$ cat src/rtl/ram_arbiter.sv
// Shares one synchronous single-port 32-bit RAM between the CPU bus and a DMA master.
// Each access runs IDLE -> ISSUE -> CAPT with all RAM control registered.
module ram_arbiter #(
  parameter int AW       = 10,
  parameter bit CPU_PRIO = 1'b0
) (
  input  logic          clk,
  input  logic          rst,
  input  logic          cpu_req,
  input  logic          cpu_we,
  input  logic [AW-1:0] cpu_addr,
  input  logic [31:0]   cpu_wdata,
  output logic [31:0]   cpu_rdata,
  output logic          cpu_ack,
  input  logic          dma_req,
  input  logic          dma_we,
  input  logic [AW-1:0] dma_addr,
  input  logic [31:0]   dma_wdata,
  output logic [31:0]   dma_rdata,
  output logic          dma_ack,
  output logic [AW-1:0] ram_addr,
  output logic          ram_we,
  output logic [31:0]   ram_din,
  input  logic [31:0]   ram_dout,
  output logic          busy,
  output logic          gnt,
  output logic [15:0]   conflict_cnt
);

  typedef enum logic [1:0] {
    IDLE  = 2'd0,
    ISSUE = 2'd1,
    CAPT  = 2'd2
  } state_t;

  state_t        state_q;
  logic [AW-1:0] ram_addr_q;
  logic          ram_we_q;
  logic [31:0]   ram_din_q;
  logic [31:0]   cpu_rdata_q;
  logic [31:0]   dma_rdata_q;
  logic          cpu_ack_q;
  logic          dma_ack_q;
  logic          gnt_q;
  logic          rr_q;
  logic [15:0]   cnt_q;

  logic          mreq_cpu;
  logic          mreq_dma;
  logic          tie;
  logic          win_dma_d;
  logic [AW-1:0] addr_d;
  logic          we_d;
  logic [31:0]   din_d;
  logic [15:0]   cnt_d;

  function automatic logic [15:0] sat_inc16(input logic [15:0] v);
    return (v == 16'hFFFF) ? v : v + 16'd1;
  endfunction

  // A port whose ack is visible this cycle is masked so a registered requester
  // can drop req one edge late without being granted a second time.
  always_comb begin
    mreq_cpu  = cpu_req & ~cpu_ack_q;
    mreq_dma  = dma_req & ~dma_ack_q;
    tie       = mreq_cpu & mreq_dma;
    win_dma_d = mreq_dma;
    if (tie) begin
      win_dma_d = CPU_PRIO ? 1'b0 : rr_q;
    end
    addr_d = win_dma_d ? dma_addr  : cpu_addr;
    we_d   = win_dma_d ? dma_we    : cpu_we;
    din_d  = win_dma_d ? dma_wdata : cpu_wdata;
    cnt_d  = tie ? sat_inc16(cnt_q) : cnt_q;
  end

  always_ff @(posedge clk or posedge rst) begin
    if (rst) begin
      state_q     <= IDLE;
      ram_addr_q  <= '0;
      ram_we_q    <= 1'b0;
      ram_din_q   <= '0;
      cpu_rdata_q <= '0;
      dma_rdata_q <= '0;
      cpu_ack_q   <= 1'b0;
      dma_ack_q   <= 1'b0;
      gnt_q       <= 1'b0;
      rr_q        <= 1'b0;
      cnt_q       <= '0;
    end else begin
      cpu_ack_q <= 1'b0;
      dma_ack_q <= 1'b0;
      case (state_q)
        IDLE: begin
          cnt_q <= cnt_d;
          if (mreq_cpu | mreq_dma) begin
            ram_addr_q <= addr_d;
            ram_we_q   <= we_d;
            ram_din_q  <= din_d;
            gnt_q      <= win_dma_d;
            rr_q       <= ~win_dma_d;
            state_q    <= ISSUE;
          end else begin
            ram_we_q <= 1'b0;
          end
        end
        ISSUE: begin
          ram_we_q <= 1'b0;
          state_q  <= CAPT;
        end
        CAPT: begin
          // Writes also capture ram_dout, returning the RAM's read-during-write data.
          if (gnt_q) begin
            dma_rdata_q <= ram_dout;
            dma_ack_q   <= 1'b1;
          end else begin
            cpu_rdata_q <= ram_dout;
            cpu_ack_q   <= 1'b1;
          end
          state_q <= IDLE;
        end
        default: begin
          ram_we_q <= 1'b0;
          state_q  <= IDLE;
        end
      endcase
    end
  end

  assign ram_addr     = ram_addr_q;
  assign ram_we       = ram_we_q;
  assign ram_din      = ram_din_q;
  assign cpu_rdata    = cpu_rdata_q;
  assign dma_rdata    = dma_rdata_q;
  assign cpu_ack      = cpu_ack_q;
  assign dma_ack      = dma_ack_q;
  assign gnt          = gnt_q;
  assign busy         = (state_q != IDLE);
  assign conflict_cnt = cnt_q;

endmodule

$ cat config.mk
export PLATFORM = sky130hd
export DESIGN_NAME = ram_arbiter
export DESIGN_NICKNAME = d
export VERILOG_FILES = /design/src/rtl/ram_arbiter.sv
export SDC_FILE = /design/constraint.sdc
export NUM_CORES = 1
export LEC_CHECK = 0
export BUFFER_PORTS_ARGS = -buffer_cell sky130_fd_sc_hd__buf_2
export CORE_MARGIN = 1
export CORE_UTILIZATION = 47
export CTS_CLUSTER_SIZE = 8
export DETAILED_ROUTE_END_ITERATION = 10
export PLACE_DENSITY = 0.79
export SLEW_MARGIN = 20
export SYNTH_ARGS = -nofsm -noshare
export SYNTH_HDL_FRONTEND = slang
export SYNTH_SLANG_ARGS = --single-unit
$ cat constraint.sdc
create_clock -name clk -period 4.05 [get_ports clk]
set_input_delay 0.2025 -clock clk [delete_from_list [all_inputs] [get_ports clk]]
set_output_delay 0.2025 -clock clk [all_outputs]
set_load 0.005 [all_outputs]
### Word-level counts from Yosys, hierarchy flattened

Index checks and enable logic that the tools add are counted.
Widths: inputs -> output; s select.

| word-level totals | value |
|---|---|
| input port bits | 122 |
| bits in registers | 129 |
| RAM bits | 0 |
| ROM bits | 0 |
| memories kept | 0 |
| logic and storage cells | 43 |
| latch bits | 0 |
| output and inout bits | 127 |

| cells by class | value |
|---|---|
| add/sub/neg operators | 1 |
| bitwise operators | 9 |
| shift-type cells | 0 |
| magnitude comparators | 0 |
| divide/modulo/power cells | 0 |
| equal/unequal tests | 4 |
| $mul | 0 |
| multiplexer cells | 12 |
| reduce and logical (&&, ||, !) cells | 6 |

Operator list:

| operator | number |
|---|---|
| $mux 32 | 1 |
| $add 16x1->16 const B | 1 |
| $eq 16x16->1 const B | 1 |
| $mux 10 | 1 |
| $mux 1 | 7 |
| $reduce_and 2->1 | 3 |
| $not 1->1 | 5 |
| $pmux 2 s2 | 1 |
| $and 1x1->1 | 3 |
| $reduce_and 3->1 | 1 |
| $eq 2x1->1 const B | 1 |
| $eq 2x2->1 const B | 1 |
| $logic_not 2->1 | 1 |
| $mux 2 | 1 |
| $ne 2x2->1 const B | 1 |
| $pmux 1 s2 | 1 |
| $reduce_bool 2->1 | 1 |
| $or 1x1->1 | 1 |

### Longest topological paths before layout

| depth | value |
|---|---|
| depth in word-level cells | 7 |
| mapped depth | 6 |

### Least setup slack after synthesis

OpenSTA, ideal clock, no wires.

| path | value |
|---|---|
| path kind | register to register |
| start | reg cnt_q[0] (netlist: conflict_cnt[0]) |
| end | reg cnt_q[1] (netlist: conflict_cnt[1]) |
| stages on the path, launching flop included | 6 |
| setup slack | 2.402 ns |
| arrival | 1.523 ns |
| data required time | 3.925 ns |
| cells stage by stage | dfrtp_1 ha_1 and3_1 nor4b_4 nor2_2 mux2_4 |

| between the ends | value |
|---|---|
| word-level cells in the longest chain between the ends | 3 |
| elaborated cells on any way between the ends | 4 |
| classes of those cells | add/sub (1); eq/ne (1); bitwise (1); reduce/logical (1) |

Ends and longest elaborated chain:

| what | line | RTL |
|---|---|---|
| start, declared | 46 | `logic [15:0] cnt_q;` |
| start signal, assigned | 95 | `cnt_q <= cnt_d;` |
| branches (longest 3 deep; another with $add 16x1->16) | - |  |

Several ways; the timed one is not identified.
A chain may end at the register's enable or synchronous reset.

### Final worst setup path

| path | value |
|---|---|
| start | reg state_q[1] |
| end | reg ram_addr_q[0] (netlist: ram_addr[0]) |

| between the ends | value |
|---|---|
| word-level cells in the longest chain between the ends | 2 |

Ends and longest elaborated chain:

| what | line | RTL |
|---|---|---|
| start, declared | 36 | `state_t state_q;` |
| start signal, assigned | 79 | `state_q <= IDLE;` |
| start signal, assigned | 102 | `state_q <= ISSUE;` |
| start signal, assigned | 109 | `state_q <= CAPT;` |
| $logic_not 2->1 | 93 | `case (state_q)` |
| $reduce_and 2->1 (no source line) | - |  |
| end signal, assigned | 97 | `ram_addr_q <= addr_d;` |
| end, declared | 37 | `logic [AW-1:0] ram_addr_q;` |

Every way passes these cells.

==> results.sh <==
export IMPL_outcome="finished clean"
export IMPL_drive_above_1_share_pct=56.3
export IMPL_synth_top_area_share_pct=60.8
export IMPL_grt_use_total_pct=24.8
export IMPL_critical_path_max_fanout=48
export IMPL_synthesis_instances=381
export IMPL_drc=0
export IMPL_fin_nets=755
export IMPL_ys_warn_count=0
export IMPL_grtUsageMet3_pct=9.16
export IMPL_worst_hold_slack_ns=0.0164
export IMPL_cts_resized=0
export IMPL_synth_area_per_cell_um2=13.9
export IMPL_core_area_um2=10900
export IMPL_ys_seq_area_share_pct=60.8
export IMPL_arrival_ns=2.74
export IMPL_gp_congestion=0.776
export IMPL_tns_ns=0
export IMPL_fmax_ghz=0.416
export IMPL_start_kind="register"
export IMPL_hp_class="in2reg"
export IMPL_clock_skew_ns=0.00543
export IMPL_ys_seq_elements=129
export IMPL_syn2layout_area_growth_pct=38.3
export IMPL_crit_type="reg2reg"
export IMPL_setup_viol=0
export IMPL_rsz0062_at_grt="false"
export IMPL_p_int_mw=4.14
export IMPL_htreeDepth=4
export IMPL_clockRootBuffer="clkbuf_16"
export IMPL_antenna_found_initial=0
export IMPL_synth_fp_nets=504
export IMPL_tightest_slew_ns=1.07
export IMPL_combPwrFrac_pct=34.7
export IMPL_cts_buffers=17
export IMPL_first_global_vias=4308
export IMPL_numClockSinks=129
export IMPL_ir_worst_vdd_v=0.000497
export IMPL_drtIter0Drc=226
export IMPL_n_fill_cell=825
export IMPL_hold_viol_final=0
export IMPL_initial_core_util_pct=48.5
export IMPL_wl_per_cell_um=18.2
export IMPL_clkPwrFrac_pct=27.8
export IMPL_die_y_um=108
export IMPL_dr_pass1_iters=4
export IMPL_holdBufCountCts=1
export IMPL_grt_met2_usage_pct=39.4
export IMPL_drt_antenna_violating_nets=0
export IMPL_grt_busiest_layer="met2"
export IMPL_maxSlewViolCount=0
export IMPL_pwr_share_seq_pct=37.5
export IMPL_worstSkewPairLatency_ns=0.41
export IMPL_drv_cap=0
export IMPL_netlist_area_um2=5310
export IMPL_clock_path_buffers=2
export IMPL_hpwl_um=9880
export IMPL_synthTopCellsByArea="dfrtp_1, mux2_2, a221o_1, and2_1, buf_2"
export IMPL_cp_required_ns=4.39
export IMPL_rows=38
export IMPL_fin_crit_sh_pct=59.3
export IMPL_overflow=0
export IMPL_pin_count=249
export IMPL_post_route_min_period_ns=2.40
export IMPL_grt_first_pass_wirelength_um=21700
export IMPL_setup_worst_path_end_class="register"
export IMPL_grt_max_degree=60
export IMPL_relSlewSlack_pct=28.6
export IMPL_p_leak_nw=3.74
export IMPL_drt_total_wl_um=14300
export IMPL_n_antenna_cell=0
export IMPL_dieArea_um2=11700
export IMPL_powerDensity_nw_per_um2=812
export IMPL_post_cts_buffers=0
export IMPL_tritoncts="done"
export IMPL_viasPerCell=5.33
export IMPL_total_power_mw=5.96
export IMPL_ys_types=33
export IMPL_p_sw_mw=1.82
export IMPL_fin_util_pct=67.1
export IMPL_use_met1_pct=30.5
export IMPL_fp_dieW_um=108
export IMPL_vias=4182
export IMPL_p_sw_share_pct=30.6
export IMPL_synth_area_leader_cell="dfrtp_1"
export IMPL_io_buffers=248
export IMPL_clk_pin_slew_ns=0.06
## cell type report
| type | count | area [µm²] | share of cell area [%] |
|---|---|---|---|
| clock inverter | 10 | 154 | 2.10 |
| sequential | 129 | 3230 | 44.0 |
| tap | 140 | 175 | 2.39 |
| multi-input combinational | 226 | 1990 | 27.1 |
| clock buffer | 22 | 494 | 6.73 |
| timing repair buffer | 253 | 1280 | 17.5 |
| inverter | 5 | 21.3 | 0.290 |
## cell usage in the layout (no fill, tap or decap), types with 3 or more instances in the layout
| cell type | synthesis | routed |
|---|---|---|
| nand2_1 | 9 | 9 |
| xor2_1 | 9 | 9 |
| and2_1 | 42 | 42 |
| mux2_2 | 67 | 67 |
| clkbuf_16 | 0 | 17 |
| nand3_1 | 5 | 5 |
| inv_1 | 5 | 4 |
| nand4_1 | 6 | 6 |
| clkbuf_8 | 0 | 5 |
| nor2b_1 | 6 | 4 |
| bufinv_16 | 0 | 4 |
| a221o_1 | 42 | 42 |
| xnor2_1 | 3 | 3 |
| dfrtp_1 | 129 | 129 |
| nor3b_1 | 3 | 3 |
| clkinv_2 | 0 | 5 |
| nor3_1 | 4 | 4 |
| buf_2 | 16 | 248 |
| buf_4 | 0 | 4 |
| nor2_1 | 5 | 5 |
## synth_stat cells (all sizes together)
| master | count |
|---|---|
| ha | 1 |
| nor4 | 2 |
| dfrtp | 129 |
| buf | 16 |
| o21ai | 4 |
| nor4b | 2 |
| or3 | 1 |
| clkbuf | 5 |
| a221o | 42 |
| inv | 5 |
| nand2b | 2 |
| nor2 | 7 |
| nand3 | 5 |
| xor2 | 9 |
| nand4 | 7 |
| nor2b | 6 |
| nand2 | 9 |
| and2 | 42 |
| a21o | 2 |
| mux2 | 68 |
| mux2i | 1 |
| nor3b | 3 |
| and3 | 3 |
| xnor2 | 3 |
| nor3 | 4 |
| and4 | 2 |
| and4bb | 1 |
## path summary, 6_finish.rpt
path                               from     endpoint  slack [ns]  depth (start not counted)
max                          state_q[1]  ram_addr[0]        1.65                          4
min                        dma_wdata[6]   ram_din[6]        0.02                          2
max reg2reg                  state_q[1]  ram_addr[0]        1.65                          4
min reg2reg                  state_q[1]   state_q[1]        0.48                          1
max in group asynchronous           rst  ram_din[12]        2.54                          4
min in group asynchronous           rst  ram_din[13]        0.50                          3
## metal layers
| layer | up-vias | wire [µm] |
|---|---|---|
| li1 | 1903 | - |
| met1 | 2062 | 5770 |
| met2 | 186 | 7000 |
| met3 | 31 | 1180 |
| met4 | 0 | 321 |
| met5 | - | 0 |
## state kept, by name, indices dropped and copies added, names as in the netlist
| name | count |
|---|---|
| conflict_cnt | 16 |
| cpu_ack | 1 |
| cpu_rdata | 32 |
| dma_ack | 1 |
| dma_rdata | 32 |
| gnt | 1 |
| ram_addr | 10 |
| ram_din | 32 |
| ram_we | 1 |
| rr_q | 1 |
| state_q | 2 |
## cell families after synthesis
family,after synthesis,synth area share [%]
adders and majority gates,1,0.236
xor gates and xnor gates,12,1.98
DFF,129,60.8
buffers and inverters,26,2.22
and+or+nand+nor,96,11.4
AOI/OAI and AO/OA,48,8.58
muxes,69,14.7
## metrics by stage
| step | std cells | area (µm²) | setup WS (ns) |
|---|---|---|---|
| finish | 785 | 7340 | 1.65 |
| global route | 785 | 7340 | 1.44 |
| CTS | 785 | 7340 | 1.63 |
| detailed placement | 752 | 6680 | 1.66 |
| global placement | 752 | 6680 | 1.79 |
| floorplan | 381 | 5310 | 0.407 |
## power by group through the flow
stage / registers (mW) / clock network, mW / logic (mW)
finish: 2.23 / 1.66 / 2.07
global route: 2.30 / 1.74 / 2.26
CTS: 2.23 / 1.68 / 2.09
detailed placement: 2.22 / 0 / 2.07
global placement: 2.20 / 0 / 1.98
floorplan: 2.24 / 0 / 1.13
## worst max-delay path, stage by stage (launching register included)
cell,delay [ns]
dfrtp_1,0.40
nor2_1,0.32
o21ai_4,0.37
nor2_4,0.91
a221o_1,0.30
No activity file was read; power rests on OpenSTA's default activity.
